[config.mk]
export PLATFORM = sky130hd
export DESIGN_NAME = icache_dm_flat
export DESIGN_NICKNAME = d
export VERILOG_FILES = /design/src/rtl/icache_dm_pkg.sv /design/src/rtl/icache_dm_if.sv /design/src/rtl/icache_array.sv /design/src/rtl/icache_dm.sv /design/src/flat_wrapper.sv
export SDC_FILE = /design/constraint.sdc
export NUM_CORES = 2
export LEC_CHECK = 0
export CORE_MARGIN = 8
export CORE_UTILIZATION = 35
export CTS_CLUSTER_SIZE = 16
export DETAILED_ROUTE_END_ITERATION = 8
export SLEW_MARGIN = 0
export SYNTH_ARGS = -nofsm -noshare
export SYNTH_HDL_FRONTEND = slang
export SYNTH_SLANG_ARGS = --single-unit
[constraint.sdc]
create_clock -name clk -period 4.1 [get_ports clk]
set_clock_uncertainty 0.1 [all_clocks]
set_input_delay 1.025 -clock clk [delete_from_list [all_inputs] [get_ports clk]]
set_output_delay 1.025 -clock clk [all_outputs]
set_load 0.02 [all_outputs]
[src/rtl/icache_dm_pkg.sv]
// icache_dm_pkg: shared address-map constants, FSM encoding and helpers for the instruction cache
package icache_dm_pkg;
  localparam int ADDR_BITS_DEF = 18;
  localparam int IO_HI = 17;
  localparam int IO_LO = 16;
  localparam logic [1:0] IO_SEL = 2'b11;
  typedef enum logic [1:0] {IDLE, REFILL, DRAIN} state_t;
  function automatic logic io_space(input logic [1:0] region);
    return region == IO_SEL;
  endfunction
endpackage

[src/rtl/icache_dm_if.sv]
// icache_dm_if: fetch-side and memory-refill signals of the instruction cache
interface icache_dm_if;
  logic        flush_i;
  logic        if_re_i;
  logic [31:0] if_addr_i;
  logic [31:0] if_inst_o;
  logic        if_done_o;
  logic        if_busy_o;
  logic        mem_re_o;
  logic [31:0] mem_addr_o;
  logic        mem_busy_i;
  logic        mem_done_i;
  logic [31:0] mem_data_i;
  modport slave (
    input  flush_i, if_re_i, if_addr_i, mem_busy_i, mem_done_i, mem_data_i,
    output if_inst_o, if_done_o, if_busy_o, mem_re_o, mem_addr_o
  );
  modport master (
    output flush_i, if_re_i, if_addr_i, mem_busy_i, mem_done_i, mem_data_i,
    input  if_inst_o, if_done_o, if_busy_o, mem_re_o, mem_addr_o
  );
endinterface

[src/rtl/icache_array.sv]
// icache_array: valid/tag/data storage, one write port and one combinational read port
module icache_array #(
  parameter int INDEX_BITS = 6,
  parameter int TAG_BITS = 10
) (
  input  logic                  clk,
  input  logic                  rst,
  input  logic                  we,
  input  logic [INDEX_BITS-1:0] w_idx,
  input  logic [TAG_BITS-1:0]   w_tag,
  input  logic [31:0]           w_data,
  input  logic [INDEX_BITS-1:0] r_idx,
  output logic                  r_valid,
  output logic [TAG_BITS-1:0]   r_tag,
  output logic [31:0]           r_data
);
  localparam int LINES = 1 << INDEX_BITS;
  logic [LINES-1:0]    valid;
  logic [TAG_BITS-1:0] tags [LINES];
  logic [31:0]         words [LINES];
  always_ff @(posedge clk)
    if (!rst) valid <= '0;
    else if (we) valid[w_idx] <= 1'b1;
  // Tag and data are qualified by valid, so they carry no reset.
  always_ff @(posedge clk)
    if (we) begin
      tags[w_idx] <= w_tag;
      words[w_idx] <= w_data;
    end
  assign r_valid = valid[r_idx];
  assign r_tag = tags[r_idx];
  assign r_data = words[r_idx];
endmodule

[src/rtl/icache_dm.sv]
// icache_dm: direct-mapped read-only instruction cache, one word per line, 1-cycle hit
module icache_dm
  import icache_dm_pkg::*;
#(
  parameter int INDEX_BITS = 6,
  parameter int ADDR_BITS = ADDR_BITS_DEF
) (
  input logic clk,
  input logic rst,
  input logic rdy,
  icache_dm_if.slave bus
);
  localparam int TAG_BITS = ADDR_BITS - INDEX_BITS - 2;
  state_t state;
  logic [31:0] lat_addr, inst;
  logic done, we, hit, r_valid;
  logic [TAG_BITS-1:0] r_tag;
  logic [31:0] r_data;
  assign we = rst && rdy && state != IDLE && bus.mem_done_i && !io_space(lat_addr[IO_HI:IO_LO]);
  assign hit = r_valid && r_tag == bus.if_addr_i[ADDR_BITS-1:INDEX_BITS+2] && !io_space(bus.if_addr_i[IO_HI:IO_LO]);
  icache_array #(.INDEX_BITS(INDEX_BITS), .TAG_BITS(TAG_BITS)) u_array (
    .clk(clk),
    .rst(rst),
    .we(we),
    .w_idx(lat_addr[INDEX_BITS+1:2]),
    .w_tag(lat_addr[ADDR_BITS-1:INDEX_BITS+2]),
    .w_data(bus.mem_data_i),
    .r_idx(bus.if_addr_i[INDEX_BITS+1:2]),
    .r_valid(r_valid),
    .r_tag(r_tag),
    .r_data(r_data)
  );
  // A wrong-path fetch (branch taken) still lets the refill finish and install, but returns nothing.
  always_ff @(posedge clk)
    if (!rst) begin
      state <= IDLE;
      lat_addr <= '0;
      inst <= '0;
      done <= 1'b0;
    end else if (rdy) begin
      done <= 1'b0;
      case (state)
        IDLE:
          if (bus.if_re_i && !bus.flush_i) begin
            if (hit) begin
              inst <= r_data;
              done <= 1'b1;
            end else begin
              lat_addr <= bus.if_addr_i;
              state <= REFILL;
            end
          end
        REFILL:
          if (bus.mem_done_i) begin
            state <= IDLE;
            if (!bus.flush_i) begin
              inst <= bus.mem_data_i;
              done <= 1'b1;
            end
          end else if (bus.flush_i) state <= DRAIN;
        default:
          if (bus.mem_done_i) state <= IDLE;
      endcase
    end
  assign bus.if_inst_o = inst;
  assign bus.if_done_o = done && rdy && !bus.flush_i;
  assign bus.if_busy_o = state != IDLE;
  assign bus.mem_re_o = rdy && state != IDLE;
  assign bus.mem_addr_o = lat_addr;
endmodule

[src/flat_wrapper.sv]
// flat-port wrapper written by rule: the top's interface ports become plain ports
module icache_dm_flat import icache_dm_pkg::*;
#(
  parameter int INDEX_BITS = 6,
  parameter int ADDR_BITS = ADDR_BITS_DEF
)
  (clk, rst, rdy, bus_flush_i, bus_if_re_i, bus_if_addr_i, bus_mem_busy_i, bus_mem_done_i, bus_mem_data_i, bus_if_inst_o, bus_if_done_o, bus_if_busy_o, bus_mem_re_o, bus_mem_addr_o);
  icache_dm_if bus_i ();
  input logic clk;
  input logic rst;
  input logic rdy;
  input wire logic [$bits(bus_i.flush_i)-1:0] bus_flush_i;
  input wire logic [$bits(bus_i.if_re_i)-1:0] bus_if_re_i;
  input wire logic [$bits(bus_i.if_addr_i)-1:0] bus_if_addr_i;
  input wire logic [$bits(bus_i.mem_busy_i)-1:0] bus_mem_busy_i;
  input wire logic [$bits(bus_i.mem_done_i)-1:0] bus_mem_done_i;
  input wire logic [$bits(bus_i.mem_data_i)-1:0] bus_mem_data_i;
  output wire logic [$bits(bus_i.if_inst_o)-1:0] bus_if_inst_o;
  output wire logic [$bits(bus_i.if_done_o)-1:0] bus_if_done_o;
  output wire logic [$bits(bus_i.if_busy_o)-1:0] bus_if_busy_o;
  output wire logic [$bits(bus_i.mem_re_o)-1:0] bus_mem_re_o;
  output wire logic [$bits(bus_i.mem_addr_o)-1:0] bus_mem_addr_o;
  assign bus_i.flush_i = bus_flush_i;
  assign bus_i.if_re_i = bus_if_re_i;
  assign bus_i.if_addr_i = bus_if_addr_i;
  assign bus_i.mem_busy_i = bus_mem_busy_i;
  assign bus_i.mem_done_i = bus_mem_done_i;
  assign bus_i.mem_data_i = bus_mem_data_i;
  assign bus_if_inst_o = bus_i.if_inst_o;
  assign bus_if_done_o = bus_i.if_done_o;
  assign bus_if_busy_o = bus_i.if_busy_o;
  assign bus_mem_re_o = bus_i.mem_re_o;
  assign bus_mem_addr_o = bus_i.mem_addr_o;
  icache_dm #(.INDEX_BITS(INDEX_BITS), .ADDR_BITS(ADDR_BITS)) u_core (.clk(clk), .rst(rst), .rdy(rdy), .bus(bus_i));
endmodule
==> flow_summary.rst <==
.. list-table::
   :header-rows: 1

   * - Metric
     - Value
   * - Run status
     - completed
   * - Unique cell type count in the Yosys netlist
     - 78
   * - Global-route wire length before repair
     - 438 mm
   * - Share of final-layout standard cells stronger than drive strength 1
     - 31.7%
   * - Count of yosys warnings during synthesis
     - 0
   * - Vias per Instance
     - 5.56
   * - Worst-case setup margin in the final layout
     - 140 ps
   * - Total Routing Usage GR
     - 18.6%
   * - Post_cts resized
     - 0
   * - Number of hold-slack violations in the final timing report
     - 0
   * - Most Frequent Cell on Critical Path
     - sky130_fd_sc_hd__buf_4
   * - Post-route cell area
     - 129000 um^2
   * - Number of hold buffers added after cts
     - 0
   * - Uppermost layer routed
     - met5
   * - Post-layout minimum cycle time
     - 3960 ps
   * - Total of fill cells in the finished design
     - 26.7k
   * - Critical path required time
     - 4770 ps
   * - Non-filler cells, final
     - 9868
   * - Placement-stage worst setup slack
     - -914 ps
   * - Crit. End Element
     - register
   * - Number of register bits inferred by synthesis
     - 2819
   * - Detail Placement HPWL
     - 180 mm
   * - Worst slew slack as a fraction of its limit
     - 19.7%
   * - Setup slack, reg-to-reg
     - 430 ps
   * - Post-CTS repair timing setup buffer count
     - 0
   * - Initial antenna violation count
     - 15
   * - Total length of routed met2 wires
     - 154 mm
   * - Part of the Yosys area used for sequential elements
     - 76.7%
   * - Die outline width
     - 573 um
   * - Area of the placeable core
     - 309000 um^2
   * - Worst hold path type
     - input port to register
   * - Count of mapped cells out of synthesis
     - 4856
   * - Buffers from clock root to sink, at most
     - 4
   * - Synth area leader
     - sky130_fd_sc_hd__edfxtp_1
   * - Final setup violation count
     - 0
   * - P per Cell Area
     - 470 nW/um^2
   * - Detailed-router iteration count before antenna repair
     - 5
   * - Syn Nets
     - 4927
   * - Crit path cell chain
     - buf_8 -> buf_12 -> buf_4 -> mux4_2 -> nand2_1 -> nand2_1 -> a221oi_1 -> buf_4 -> nor2_1 -> a32oi_1 -> buf_4 -> nor4_1 -> a21bo_2 -> buf_12 -> a221oi_2
   * - Met3 routed wirelength
     - 24.3 mm
   * - Critical path type
     - input port to register
   * - Clock-pin slew reported for the worst setup and hold paths after clock tree synthesis
     - 60 ps
   * - Num CTS Buffers
     - 296
   * - Area of the die
     - 329000 um^2
   * - Commonest non-fill, non-tap cell in the layout
     - sky130_fd_sc_hd__edfxtp_1
   * - Number of global-route vias before repair
     - 55.0k
   * - Dominant register cell in the synthesized netlist
     - sky130_fd_sc_hd__edfxtp_1
   * - Launching element of the worst setup path
     - bus_if_addr_i[2]
   * - Num rows
     - 204
   * - Initial Util
     - 35.2%
   * - RSZ-0062 raised after global routing
     - no
   * - Mean instance size in the synthesized netlist
     - 22.4 um^2
   * - Top cells by area, synth
     - sky130_fd_sc_hd__edfxtp_1, sky130_fd_sc_hd__mux4_2, sky130_fd_sc_hd__dfxtp_1, sky130_fd_sc_hd__mux2i_1, sky130_fd_sc_hd__nor2_1
   * - VDD IR-drop max
     - 302 uV
   * - Crit Reg-Reg Endpoint
     - u_core.bus.if_inst_o[1]$_SDFFE_PN0P_
   * - Delay of the slowest critical-path stage
     - 530 ps
   * - Routed wire per std cell
     - 32.0 um
   * - Async S/R FF share, synth
     - 0%
   * - Library cell contributing the largest single delay on the critical path
     - sky130_fd_sc_hd__a221oi_1
   * - Area of all sequential standard cells
     - 83400 um^2
   * - Number of maximum-capacitance violations
     - 0
   * - Clock Sinks
     - 2819
   * - Area of the mapped netlist
     - 109000 um^2
   * - Worst setup path endpoint
     - u_core.bus.if_inst_o[8]$_SDFFE_PN0P_
   * - Final ANT Viol Nets
     - 0
   * - Kind of start point of the critical path
     - input port
   * - Launch instance of the worst register-to-register path
     - u_core.u_array.tags[39][7]$_DFFE_PP_
   * - Overflow left after global routing
     - 0
   * - CP max FO
     - 21
   * - Total instance count after detailed placement
     - 9348
   * - Number of levels the H-tree was split into
     - 5
   * - Multi-input gate area in the final layout
     - 24200 um^2
   * - Routed wire length
     - 316 mm
   * - TritonCTS clock tree
     - done
   * - Arr. time, crit path
     - 4630 ps
   * - Post-route fraction of the period consumed by the critical path
     - 96.6%
   * - Pin count of the biggest net entering global routing
     - 87
   * - Post-Route M1 WL
     - 128 mm
   * - Slew at the pin closest to its max-slew limit
     - 1200 ps
   * - Gp weighted congestion
     - 0.823
   * - Final Max Tran Viols
     - 0
   * - Clock Root Buffer
     - sky130_fd_sc_hd__clkbuf_16
   * - Die Span Y
     - 573 um
   * - Drt first-iter violations
     - 6180
   * - Drt drc
     - 0
   * - Hold-critical path depth
     - 1
   * - Number of enable flip-flop cells after synthesis
     - 2688
   * - Commonest cells after routing, fill and taps aside
     - sky130_fd_sc_hd__edfxtp_1, sky130_fd_sc_hd__mux4_2, sky130_fd_sc_hd__buf_4, sky130_fd_sc_hd__clkbuf_16, sky130_fd_sc_hd__mux2i_1
   * - Clock network latency to the later pin of the worst-skew pair
     - 920 ps
   * - Leak
     - 40.0 nW
   * - Count of nets after finishing
     - 5597
   * - Fraction of synthesized cell area taken by the top area cell type
     - 74.3%
   * - Maximum clock rate
     - 0.253 GHz
   * - Count of vias placed by the detailed router
     - 54.9k
   * - Placed standard-cell area
     - 120000 um^2
   * - FF-to-FF path depth
     - 10
   * - Number of top-level design ports
     - 138
   * - Input/output buffers
     - 136
   * - Layout overhead on the synthesized area
     - 18.8%
   * - Smallest hold slack
     - 314 ps
   * - Tot Pwr
     - 60.6 mW
-- Yosys cell counts, drive strengths merged (5+ instances only) --
cell	n
nand4	5
a31oi	9
and4	6
nor2	250
a21oi	16
nand3	24
and2	9
and3b	6
buf	180
edfxtp	2688
a221oi	36
nor3	11
a22oi	68
o21ai	43
o221ai	10
mux2	31
a211oi	6
and3	10
nand2b	5
nand3b	7
dfxtp	131
nor4	6
nor2b	20
a22o	10
o22ai	23
mux4	738
mux2i	235
a21o	6
nand2	114
inv	10
clkbuf	87
-- worst max-delay path, delay by kind of cell --
kind,cells,cell delay [ps]
compound gates,4,1410
buf+inv,6,1320
mux,1,510
simple gates,4,250
-- power breakdown --
group	switching, mW	internal, mW
Clock	11.0	15.1
Combinational	1.68	1.29
Sequential	0.0181	31.5
-- how the worst min path moves through the flow --
stage                                              to                                    from  slack [ps]
3_5_place_dp   u_core.bus.mem_addr_o[22]$_SDFFE_PN0P_  u_core.bus.mem_addr_o[22]$_SDFFE_PN0P_         350
5_1_grt        u_core.u_array.words[38][23]$_DFFE_PP_                      bus_mem_data_i[23]         280
2_1_floorplan   u_core.u_array.valid[19]$_SDFFE_PN0P_   u_core.u_array.valid[19]$_SDFFE_PN0P_         330
3_3_place_gp    u_core.u_array.valid[49]$_SDFFE_PN0P_   u_core.u_array.valid[49]$_SDFFE_PN0P_         340
4_1_cts         u_core.u_array.words[20][4]$_DFFE_PP_                       bus_mem_data_i[4]         260
6_report       u_core.u_array.words[38][23]$_DFFE_PP_                      bus_mem_data_i[23]         310
-- routing by layer --
layer  GRT usage (%)  vias to the layer above
met5               0                        -
met4            5.60                        4
met1            25.2                    30000
li1                -                    21900
met3            2.97                      487
met2            31.1                     2510
-- state kept, by name, summed over array words and instances (netlist names) --
name	cells
u_core.u_array.valid	64
u_core.bus.if_inst_o	32
u_core.state	2
u_core.u_array.tags	640
u_core.done	1
u_core.bus.mem_addr_o	32
u_core.u_array.words	2048
-- per-stage QoR --
stage | setup TNS [ps] | utilization [%]
final | 0 | 41.8
after global routing | 0 | 41.8
after CTS | 0 | 41.8
after detailed placement | -52880 | 38.8
after global placement | -54920 | 38.8
after floorplan | -350840 | -
-- area by class of cell --
| cell class | count | area share [%] |
|---|---|---|
| timing repair buffer | 643 | 5.37 |
| sequential | 2819 | 64.6 |
| inverter | 11 | 0.0436 |
| clock inverter | 151 | 1.12 |
| tap | 4120 | 4.00 |
| antenna | 3 | 0.00582 |
| multi-input combinational | 1755 | 18.8 |
| clock buffer | 366 | 6.11 |
-- logic make-up after synthesis --
group	share of synthesized area (%)
xor gates and xnor gates	0.0484
and+or+nand+nor	2.06
AOI/OAI and AO/OA	1.85
buffers and inverters	1.50
muxes	17.8
DFF	76.7
Power figures use the tool's default switching activity.
